==> src/rtl/mc_alu_control.sv <==
// Multicycle MIPS-style control FSM: drives ALU op, mux selects and PC/IR/memory/register enables.
// Latency: one state per clock; R-type 4, lw 5, sw 4, beq 3, j 3, addi 4 cycles with zero-wait memory.
// Backpressure: FETCH/MEMRD/MEMWR hold until mem_ack, abandoning to FETCH after MEM_WAIT_MAX idle cycles.
//
// Ports:
//   clk, rst_n         clock (rising edge), asynchronous active-low reset
//   opcode, funct      instruction fields, sampled in DECODE
//   zero               ALU zero flag, gates the branch PC load
//   mem_ack            memory completes the current access this cycle
//   alu_op .. mem_to_reg  datapath controls, decoded from state (and mem_ack/zero)
//   illegal            one-cycle pulse in DECODE on an unsupported opcode/funct
//   mem_timeout        one-cycle pulse when a memory wait expires
//   state              current state encoding, for debug
module mc_alu_control #(
  parameter int MEM_WAIT_MAX = 15
) (
  input  logic       clk,
  input  logic       rst_n,
  input  logic [5:0] opcode,
  input  logic [5:0] funct,
  input  logic       zero,
  input  logic       mem_ack,
  output logic [3:0] alu_op,
  output logic       alu_src_a,
  output logic [1:0] alu_src_b,
  output logic       iord,
  output logic       mem_read,
  output logic       mem_write,
  output logic       ir_write,
  output logic       pc_en,
  output logic [1:0] pc_source,
  output logic       reg_write,
  output logic       reg_dst,
  output logic       mem_to_reg,
  output logic       illegal,
  output logic       mem_timeout,
  output logic [3:0] state
);

  typedef enum logic [3:0] {
    FETCH   = 4'd0,  DECODE  = 4'd1,  MEMADR  = 4'd2,  MEMRD   = 4'd3,
    MEMWB   = 4'd4,  MEMWR   = 4'd5,  EXEC    = 4'd6,  RWB     = 4'd7,
    BRANCH  = 4'd8,  JUMP    = 4'd9,  ADDI_EX = 4'd10, ADDI_WB = 4'd11
  } state_t;

  localparam logic [5:0] OP_RTYPE = 6'b000000;
  localparam logic [5:0] OP_LW    = 6'b100011;
  localparam logic [5:0] OP_SW    = 6'b101011;
  localparam logic [5:0] OP_BEQ   = 6'b000100;
  localparam logic [5:0] OP_J     = 6'b000010;
  localparam logic [5:0] OP_ADDI  = 6'b001000;

  localparam int CW = $clog2(MEM_WAIT_MAX + 1);

  state_t          cur;
  logic            is_sw;      // op class latched in DECODE: selects MEMWR vs MEMRD
  logic [3:0]      rtype_op;   // ALU code from funct, latched in DECODE for EXEC
  logic [CW-1:0]   wait_cnt;
  logic [3:0]      funct_op;
  logic            funct_ok;
  logic            decode_ok;
  logic            waiting;
  logic            expire;

  always_comb begin
    funct_op = 4'b0010;
    funct_ok = 1'b1;
    case (funct)
      6'b100000: funct_op = 4'b0010;
      6'b100010: funct_op = 4'b0110;
      6'b100100: funct_op = 4'b0000;
      6'b100101: funct_op = 4'b0001;
      6'b101010: funct_op = 4'b0111;
      6'b100111: funct_op = 4'b1100;
      default:   funct_ok = 1'b0;
    endcase
  end

  always_comb begin
    case (opcode)
      OP_LW, OP_SW, OP_BEQ, OP_J, OP_ADDI: decode_ok = 1'b1;
      OP_RTYPE:                            decode_ok = funct_ok;
      default:                             decode_ok = 1'b0;
    endcase
  end

  assign waiting = (cur == FETCH) || (cur == MEMRD) || (cur == MEMWR);
  // Expires on the MEM_WAIT_MAX-th consecutive un-acked cycle; an ack in that cycle wins.
  assign expire  = waiting && !mem_ack && (wait_cnt == CW'(MEM_WAIT_MAX - 1));

  always_ff @(posedge clk or negedge rst_n) begin
    if (!rst_n) begin
      cur      <= FETCH;
      wait_cnt <= '0;
      is_sw    <= 1'b0;
      rtype_op <= 4'b0010;
    end else begin
      // Every exit from a wait state (ack or expiry) clears the count for the next entry.
      wait_cnt <= (waiting && !mem_ack && !expire) ? wait_cnt + 1'b1 : '0;
      case (cur)
        FETCH:   if (mem_ack) cur <= DECODE;
                 else if (expire) cur <= FETCH;
        DECODE: begin
          is_sw    <= (opcode == OP_SW);
          rtype_op <= funct_op;
          case (opcode)
            OP_LW, OP_SW: cur <= MEMADR;
            OP_RTYPE:     cur <= funct_ok ? EXEC : FETCH;
            OP_BEQ:       cur <= BRANCH;
            OP_J:         cur <= JUMP;
            OP_ADDI:      cur <= ADDI_EX;
            default:      cur <= FETCH;
          endcase
        end
        MEMADR:  cur <= is_sw ? MEMWR : MEMRD;
        MEMRD:   if (mem_ack) cur <= MEMWB;
                 else if (expire) cur <= FETCH;
        MEMWR:   if (mem_ack || expire) cur <= FETCH;
        EXEC:    cur <= RWB;
        ADDI_EX: cur <= ADDI_WB;
        default: cur <= FETCH;  // single-step states and unreachable codes
      endcase
    end
  end

  assign state = cur;

  always_comb begin
    alu_op      = 4'b0010;
    alu_src_a   = 1'b0;
    alu_src_b   = 2'd0;
    iord        = 1'b0;
    mem_read    = 1'b0;
    mem_write   = 1'b0;
    ir_write    = 1'b0;
    pc_en       = 1'b0;
    pc_source   = 2'd0;
    reg_write   = 1'b0;
    reg_dst     = 1'b0;
    mem_to_reg  = 1'b0;
    illegal     = 1'b0;
    mem_timeout = expire;
    case (cur)
      FETCH: begin
        mem_read  = 1'b1;
        alu_src_b = 2'd1;
        // Gated by rst_n so an ack seen while held in reset cannot load IR/PC.
        ir_write  = mem_ack && rst_n;
        pc_en     = mem_ack && rst_n;
      end
      DECODE: begin
        alu_src_b = 2'd3;
        illegal   = !decode_ok;
      end
      MEMADR:  begin alu_src_a = 1'b1; alu_src_b = 2'd2; end
      MEMRD:   begin iord = 1'b1; mem_read = 1'b1; end
      MEMWB:   begin reg_write = 1'b1; mem_to_reg = 1'b1; end
      MEMWR:   begin iord = 1'b1; mem_write = 1'b1; end
      EXEC:    begin alu_src_a = 1'b1; alu_op = rtype_op; end
      RWB:     begin reg_write = 1'b1; reg_dst = 1'b1; end
      BRANCH: begin
        alu_src_a = 1'b1;
        alu_op    = 4'b0110;
        pc_source = 2'd1;
        pc_en     = zero;
      end
      JUMP:    begin pc_source = 2'd2; pc_en = 1'b1; end
      ADDI_EX: begin alu_src_a = 1'b1; alu_src_b = 2'd2; end
      ADDI_WB: reg_write = 1'b1;
      default: ;
    endcase
  end

endmodule

==> config.mk <==
export PLATFORM = sky130hd
export DESIGN_NAME = mc_alu_control
export DESIGN_NICKNAME = d
export VERILOG_FILES = /design/src/rtl/mc_alu_control.sv
export SDC_FILE = /design/constraint.sdc
export NUM_CORES = 1
export LEC_CHECK = 0
export BUFFER_PORTS_ARGS = -buffer_cell sky130_fd_sc_hd__buf_2
export CORE_UTILIZATION = 52
export CTS_CLUSTER_DIAMETER = 150
export DETAILED_ROUTE_END_ITERATION = 10
export HOLD_SLACK_MARGIN = 0.08
export PLACE_DENSITY = 0.84
export REMOVE_ABC_BUFFERS = 1
export SETUP_SLACK_MARGIN = 0.2
export SLEW_MARGIN = 20
export SYNTH_ARGS = -nofsm -noshare
export SYNTH_HDL_FRONTEND = slang
export SYNTH_SLANG_ARGS = --single-unit
==> constraint.sdc <==
create_clock -name clk -period 2.7 [get_ports clk]
set_input_delay 0.27 -clock clk [delete_from_list [all_inputs] [get_ports clk]]
set_output_delay 0.27 -clock clk [all_outputs]
set_load 0.05 [all_outputs]
-- After elaboration in Yosys (flattened, before gate mapping)
Index checks and enable logic that the tools add are counted.
- register bits after elaboration: 13
- bits of input ports: 16
- output and inout port bits: 23
- add/subtract/negate cells: 1
- equal/unequal tests: 24
- multiplexer cells: 25
- reductions and logical operators: 20
- operator list (cell ; count):
    6-bit == test (second input constant) ; 8
    4-bit case mux with 5 select lines ; 2
    4-bit case mux with 7 select lines ; 1
    4-bit == test (second input constant) ; 5
    4-bit 2-to-1 mux ; 5
    4-bit by 3-bit == test with 1-bit output (second input constant) ; 4
    1-bit 2-to-1 mux ; 10
    4-bit by 2-bit == test with 1-bit output (second input constant) ; 2
    4-bit case mux with 2 select lines ; 1
    2-bit OR reduction ; 4
    6-bit by 2-bit == test with 1-bit output (second input constant) ; 1
    6-bit by 3-bit == test with 1-bit output (second input constant) ; 1
    6-bit by 4-bit == test with 1-bit output (second input constant) ; 1
    6-bit logical NOT ; 1
    3-bit 2-to-1 mux ; 2
    2-bit case mux with 3 select lines ; 1
    6-bit OR reduction ; 1
    5-bit OR reduction ; 1
    4-bit by 1-bit adder with 4-bit output (second input constant) ; 1
    4-bit by 1-bit == test with 1-bit output (second input constant) ; 1
    1-bit logical AND ; 4
    4-bit logical NOT ; 1
    2-bit case mux with 2 select lines ; 1
    4-bit OR reduction ; 1
    6 further kinds ; 10

-- Longest topological paths before layout
Gate-level depths: netlist of the first run.
- depth in word-level cells: 8
- gate-level depth with buffers: 6
- depth with buffers taken out: 6

-- Least setup slack after synthesis of the first run
Ideal clock, no wire load.
- path type: register -> output
- start point: reg cur[2] (netlist: state[2])
- end point: out pc_en
- arrival: 2.720 ns
- path slack: -0.290 ns
- cell stages (with the launch flop): 5
- buffers on the path: 1
- cell sequence: dfrtp_1 > buf_6 > nand2b_1 > nor3_1 > a211o_1
- longest elaborated chain between the ends: 2
- RTL lines (item ; line ; source):
    start, declared ; 55 ; state_t cur;
    start signal, assigned ; 108 ; OP_RTYPE: cur <= funct_ok ? EXEC : FETCH;
    start signal, assigned ; 115 ; MEMADR: cur <= is_sw ? MEMWR : MEMRD;
    4-bit == test / 4-bit logical NOT (equally long branches) ; 143 ; case (cur)
    1-bit case mux with 3 select lines (*) ; 143 ;
    end, declared ; 30 ; output logic pc_en,
Every way passes the cells marked *; elsewhere a longest branch is shown, timed or not.

-- Worst setup path after layout of the first run
- start point: reg cur[0] (netlist: state[0])
- end point: out illegal
- longest elaborated chain between the ends: 2
- RTL lines (item ; line ; source):
    4-bit by 1-bit == test with 1-bit output ; 143 ;
    1-bit 2-to-1 mux ; 143 ;
    end, declared ; 35 ; output logic illegal,
Every way passes these cells.

==> flow_metrics.py, run 1 <==
metrics = {
    "run_status": {
        "status": "finished clean",
    },
    "clock_network": {
        "htreeDepth": 1,
        "cts_resized": 0,
        "clk_path_buf_depth": 2,
        "cts_sinks": 13,
        "cts_buffers": 3,
        "cts_tree": "yes",
        "clock_latency_ns": 0.27,
        "clk_pin_slew_ns": 0.08,
        "root_buffer": "clkbuf_4",
        "cts_setup_buffers": 0,
    },
    "timing": {
        "fin_crit_sh_pct": 83.5,
        "clock_skew_ns": 0.000917,
        "slew_headroom_pct": 62.2,
        "min_period_ns": 2.25,
        "hold_viol": 0,
        "rsz0062_at_grt": "no",
        "worst_pin_slew_ns": 0.566,
        "fmax_mhz": 443,
        "final_max_slew_viol_count": 0,
        "setup_viol": 0,
    },
    "placement": {
        "globalplace.congestion": 0.922,
        "io_buffers": 38,
        "place_hpwl_um": 1910,
        "placed_area_um2": 1220,
    },
    "finish": {
        "final_area_um2": 1260,
        "n_antenna_cell": 0,
        "final_nets": 180,
        "multi_input_area_um2": 656,
        "seq_area_um2": 327,
        "utilization_pct": 69.9,
        "num-fill-cells": 163,
        "area_delta_synth_final_pct": 22.1,
        "drive_above_1_share_pct": 33.5,
    },
    "synthesis": {
        "netlist_area_um2": 1030,
        "synth_top_family_by_area": "simple AND/OR/NAND/NOR gates",
        "synth_most_common_cell": "nor2_1",
        "synth_xor_area_share_pct": 3.39,
        "async_reset_ff_share_pct": 100,
        "yosysWarnings": 0,
        "synthAdderAreaFrac_pct": 2.42,
        "ys_types": 47,
        "synthSimpleGateAreaFrac_pct": 35.5,
        "syn_inst": 123,
        "synth_compound_area_share_pct": 20.1,
        "synth_flop_cell": "dfrtp_1",
        "seq_area_frac_synth_pct": 31.6,
        "synth_commonest_cells": "nor2_1, nand2_1, dfrtp_1",
        "synth.avg_cell_area_um2": 8.39,
        "synth-edff-count": 0,
        "synth.area.mux_share_pct": 2.06,
        "yosys.area.top_type": "dfrtp_1",
        "synth_top_cell_area_share_pct": 29.1,
        "ys_seq_elements": 13,
        "synthTopCellsByArea": "dfrtp_1, nor2_1, nand2_1, nand2b_1, dfstp_2",
    },
    "critical_path": {
        "start_kind": "register",
        "crit_family": "flip-flops",
        "cp_max_fo": 17,
        "cp.buffers_inverters": 1,
        "slowest_stage": "dfrtp_1",
        "cp.required_ns": 2.43,
        "crit_type": "reg -> out",
        "cp-end-kind": "output pin",
        "crit_chain": "nand2b_2 -> nand2b_4 -> nor4b_2 -> buf_2",
        "max_stage_delay_ns": 0.71,
        "cp.arrival_ns": 1.98,
    },
    "routing": {
        "top_layer_used": "met4",
        "drt-initial-drc-count": 42,
        "wirelength_um": 2410,
        "dr.pass1.iters": 5,
        "m1WireLength_um": 1060,
        "met3_length_um": 118,
        "detail-route-antenna-nets": 0,
        "vias_per_cell": 5.75,
        "wire_per_inst_um": 12.9,
        "via_count": 1070,
        "drc": 0,
        "met2_length_um": 1170,
    },
    "power": {
        "cell_internal_pwr_uw": 356,
        "p_switching_uw": 299,
        "p_seq_share_pct": 37.6,
        "pwr_density_cell_nw_per_um2": 520,
        "combPwrFrac_pct": 43.7,
        "ir_drop_mv": 0.318,
        "switching_share_pct": 45.6,
        "power.leakage_nw": 0.610,
        "p_total_uw": 655,
        "pwr-share-clk_pct": 18.7,
    },
    "global_route": {
        "grt_max_degree": 18,
        "grt_pass1_wl_um": 3780,
        "grt_usage_pct": 24.9,
        "grt_pass1_vias": 885,
        "overflow": 0,
        "grt_antenna_before_repair": 0,
    },
    "die": {
        "core_area_um2": 1800,
        "die_width_um": 46.6,
        "io_pins": 39,
        "start_util_pct": 57.3,
        "die_y_um": 46.6,
        "dieArea_um2": 2170,
        "rows": 15,
    },
    "flow_run": {
        "max_cap_viol_count": 0,
    },
    "min_path": {
        "hold_class": "in -> reg",
    },
}
flip-flops by register name, summed over array words and instances (netlist names):
signal,flops
state,4
rtype_op,4
wait_cnt,4
is_sw,1
final cells by class:
cell class / count / area share (%)
Tap cell: 25 / 2.48
Multi-Input combinational cell: 100 / 52.0
Sequential cell: 13 / 25.9
Inverter: 5 / 1.49
Clock inverter: 1 / 0.397
Timing Repair Buffer: 39 / 15.9
Clock buffer: 3 / 1.79
power groups by stage:
stage / logic [mW] / clock network, mW / registers (mW)
finish: 0.286 / 0.123 / 0.246
floorplan: 0.200 / 0 / 0.262
global placement: 0.280 / 0 / 0.247
global route: 0.313 / 0.132 / 0.250
detailed placement: 0.285 / 0 / 0.251
CTS: 0.287 / 0.123 / 0.246
routing by layer:
layer  up-vias  global-route usage [%]
li1        517                       -
met1       502                    30.3
met2        42                    42.5
met3         9                    3.14
met4         0                    12.4
met5         -                       0
cell usage in the layout (no fill, tap or decap), types with 3 or more instances in the layout:
cell type	count
nor2_1	17
nand2_1	16
buf_2	38
nand2b_1	5
nor3_1	4
inv_1	5
clkbuf_4	3
dfrtp_1	12
o21ai_0	5
o22ai_1	3
nand3_1	4
worst reg2reg max path: stages, from the launching register on:
cell and delay [ns]:
dfrtp_1 0.71, nand2b_1 0.33, o32ai_1 0.14, a311oi_1 0.23, o21ai_1 0.10
final timing paths:
kind	start	cells after the start	slack [ns]	end
setup / recovery	state[0]$_DFFE_PN0P_	4	0.45	illegal
hold / removal	opcode[1]	2	0.24	state[2]$_DFFE_PN0P_
setup reg to reg	state[0]$_DFFE_PN0P_	4	1.08	state[0]$_DFFE_PN0P_
hold reg to reg	wait_cnt[0]$_DFF_PN0_	1	0.50	wait_cnt[0]$_DFF_PN0_
max in group asynchronous	rst_n	2	2.00	rtype_op[1]$_DFFE_PN1P_
min in group asynchronous	rst_n	2	0.41	rtype_op[3]$_DFFE_PN0P_
kinds of logic (layout without fill, tap and decap cells):
kind of cell	after synthesis	in the layout
fa+ha+maj	2	2
compound gates	27	27
xor+xnor	4	4
buf+inv	10	48
simple gates	65	65
mux	2	2
flops	13	13
stage by stage:
stage,setup TNS (ns),setup WS (ns),hold slack (ns),instances
3_3_place_gp,0,0.807,0.184,181
4_1_cts,0,0.448,0.235,186
2_1_floorplan,-0.706,-0.278,-0.0256,118
3_5_place_dp,0,0.749,0.184,181
5_1_grt,0,0.293,0.248,186
6_report,0,0.445,0.236,186
what timing repair did:
item | CTS | global route
endpoints found under the setup margin | 0 | 0
hold buffers | 1 | 0
endpoints found under the hold margin | 12 | 0
No activity file was read; power rests on OpenSTA's default activity.
==> inputs of run 2 (changes only) <==
CORE_UTILIZATION = 48   (was 52)
PLACE_DENSITY = 0.78   (was 0.84)
clock period = 2.2 ns   (was 2.7 ns; I/O delays follow)
==> flow_metrics.py, run 2 (synthesis results as in run 1) <==
metrics = {
    "die": {
        "dieArea_um2": 2340,
        "io_pins": 39,
        "core_area_um2": 1980,
        "die_y_um": 48.4,
        "die_width_um": 48.4,
        "rows": 16,
        "start_util_pct": 52.1,
    },
    "finish": {
        "num-fill-cells": 171,
        "drive_above_1_share_pct": 40.2,
        "utilization_pct": 67.8,
        "final_nets": 188,
        "n_antenna_cell": 0,
        "final_cell_mix": "buf_2, nand2_1, nor2_1",
        "area_delta_synth_final_pct": 30.2,
        "final_common_cell": "buf_2",
    },
    "timing": {
        "final.setup.tns_ns": 0,
        "setup_viol": 0,
        "worst_pin_slew_ns": 0.305,
        "min_period_ns": 1.91,
        "hold_viol": 0,
        "slew_headroom_pct": 79.5,
        "final_max_slew_viol_count": 0,
        "holdWs_ns": 0.181,
        "fmax_mhz": 523,
        "fin_crit_sh_pct": 87.0,
        "clock_skew_ns": 0.00450,
        "rsz0062_at_grt": "yes",
    },
    "routing": {
        "wire_per_inst_um": 13.4,
        "detail-route-antenna-nets": 0,
        "wirelength_um": 2620,
        "drt-initial-drc-count": 26,
        "dr.pass1.iters": 4,
        "via_count": 1103,
        "drc": 0,
        "vias_per_cell": 5.63,
    },
    "global_route": {
        "grt_pass1_vias": 965,
        "grt_usage_pct": 22.5,
        "grt_antenna_before_repair": 0,
        "grt_max_degree": 15,
        "overflow": 0,
        "grt_pass1_wl_um": 4160,
    },
    "min_path": {
        "min_to": "state[2]$_DFFE_PN0P_",
        "hold_class": "in -> reg",
        "hold_start": "opcode[1]",
        "worstHoldPathCells": 2,
    },
    "critical_path": {
        "r2r_start": "wait_cnt[0]$_DFF_PN0_",
        "regToRegEndpoint": "wait_cnt[1]$_DFF_PN0_",
        "crit_type": "reg -> out",
        "crit_family": "simple AND/OR/NAND/NOR gates",
        "start_kind": "register",
        "r2r_setup_slack_ns": 0.61,
        "crit_chain": "nand2b_2 -> nand2b_4 -> nor4b_2 -> buf_4",
        "reg2regPathDepth": 5,
        "cp_max_fo": 7,
        "cp.buffers_inverters": 1,
        "cp.arrival_ns": 1.69,
        "cp-end-kind": "output pin",
        "slowest_stage": "dfrtp_2",
        "max_stage_delay_ns": 0.46,
        "cp.required_ns": 1.98,
    },
    "placement": {
        "io_buffers": 38,
        "globalplace.congestion": 0.901,
        "place_hpwl_um": 1950,
    },
    "clock_network": {
        "cts_buffers": 3,
        "clk_path_buf_depth": 2,
        "clk_pin_slew_ns": 0.09,
        "htreeDepth": 1,
        "root_buffer": "clkbuf_4",
        "cts_tree": "yes",
        "clock_latency_ns": 0.29,
        "cts_sinks": 13,
    },
    "power": {
        "pwr_density_cell_nw_per_um2": 641,
        "p_total_uw": 862,
        "ir_drop_mv": 0.504,
        "power.leakage_nw": 0.647,
    },
    "run_status": {
        "status": "finished clean",
    },
    "flow_run": {
        "max_cap_viol_count": 0,
    },
}
[run 2: cell types whose count changed in the layout (fill, tap and decap cells not counted)]
cell / change
clkbuf_4: +2
nor2_2: +2
buf_2: -5
nor2_1: -2
buf_4: +9
dfrtp_1: -3
nor3_1: -1
dfrtp_2: +3
nor3_2: +1
clkbuf_2: +2
[run 2: per-layer routing]
metal  routed length, um  track usage, %  up-vias
met5                   0               0        -
met4                  72            10.8        0
met3                 197            3.46        8
met2                1260            37.6       54
met1                1090            28.4      504
li1                    -               -      537
[run 2: worst max-delay path by stage]
stage                          from           to  slack [ns]  cells after the start
6_report       state[1]$_DFFE_PN0P_      illegal        0.29                      4
5_1_grt        state[1]$_DFFE_PN0P_  mem_timeout        0.16                      5
4_1_cts        state[3]$_DFFE_PN0P_        pc_en        0.21                      4
3_5_place_dp   state[2]$_DFFE_PN0P_        pc_en        0.45                      4
3_3_place_gp   state[1]$_DFFE_PN0P_    alu_op[2]        0.50                      5
2_1_floorplan  state[2]$_DFFE_PN0P_        pc_en       -0.73                      3
[run 2: final cells by class]
type | instances | area (um^2) | area share, %
multi-input cells | 100 | 666 | 49.5
inverters | 5 | 18.8 | 1.40
repair buffers | 47 | 268 | 19.9
clock inverters | 1 | 5.00 | 0.372
clock buffers | 3 | 22.5 | 1.68
well taps | 27 | 33.8 | 2.51
flip-flops and latches | 13 | 330 | 24.6
[run 2: stage by stage]
stage / worst slack (ns) / area, um^2 / cells
2_1_floorplan: -0.728 / 1000 / 118
3_3_place_gp: 0.502 / 1240 / 185
3_5_place_dp: 0.448 / 1240 / 185
4_1_cts: 0.209 / 1290 / 190
5_1_grt: 0.162 / 1340 / 196
6_report: 0.286 / 1340 / 196
[run 2: power by group]
group	switching, mW	total, mW	internal [mW]
Combinational	0.268	0.417	0.148
Sequential	0.0276	0.288	0.260
Clock	0.0895	0.157	0.0677
Total	0.385	0.862	0.476
[run 2: timing repair]
item | CTS | global route
hold buffers | 1 | 0
setup buffers | 0 | 6
gates resized for setup | 5 | 8
endpoints found under the setup margin | 3 | 8
hold endpoints to repair | 12 | 0
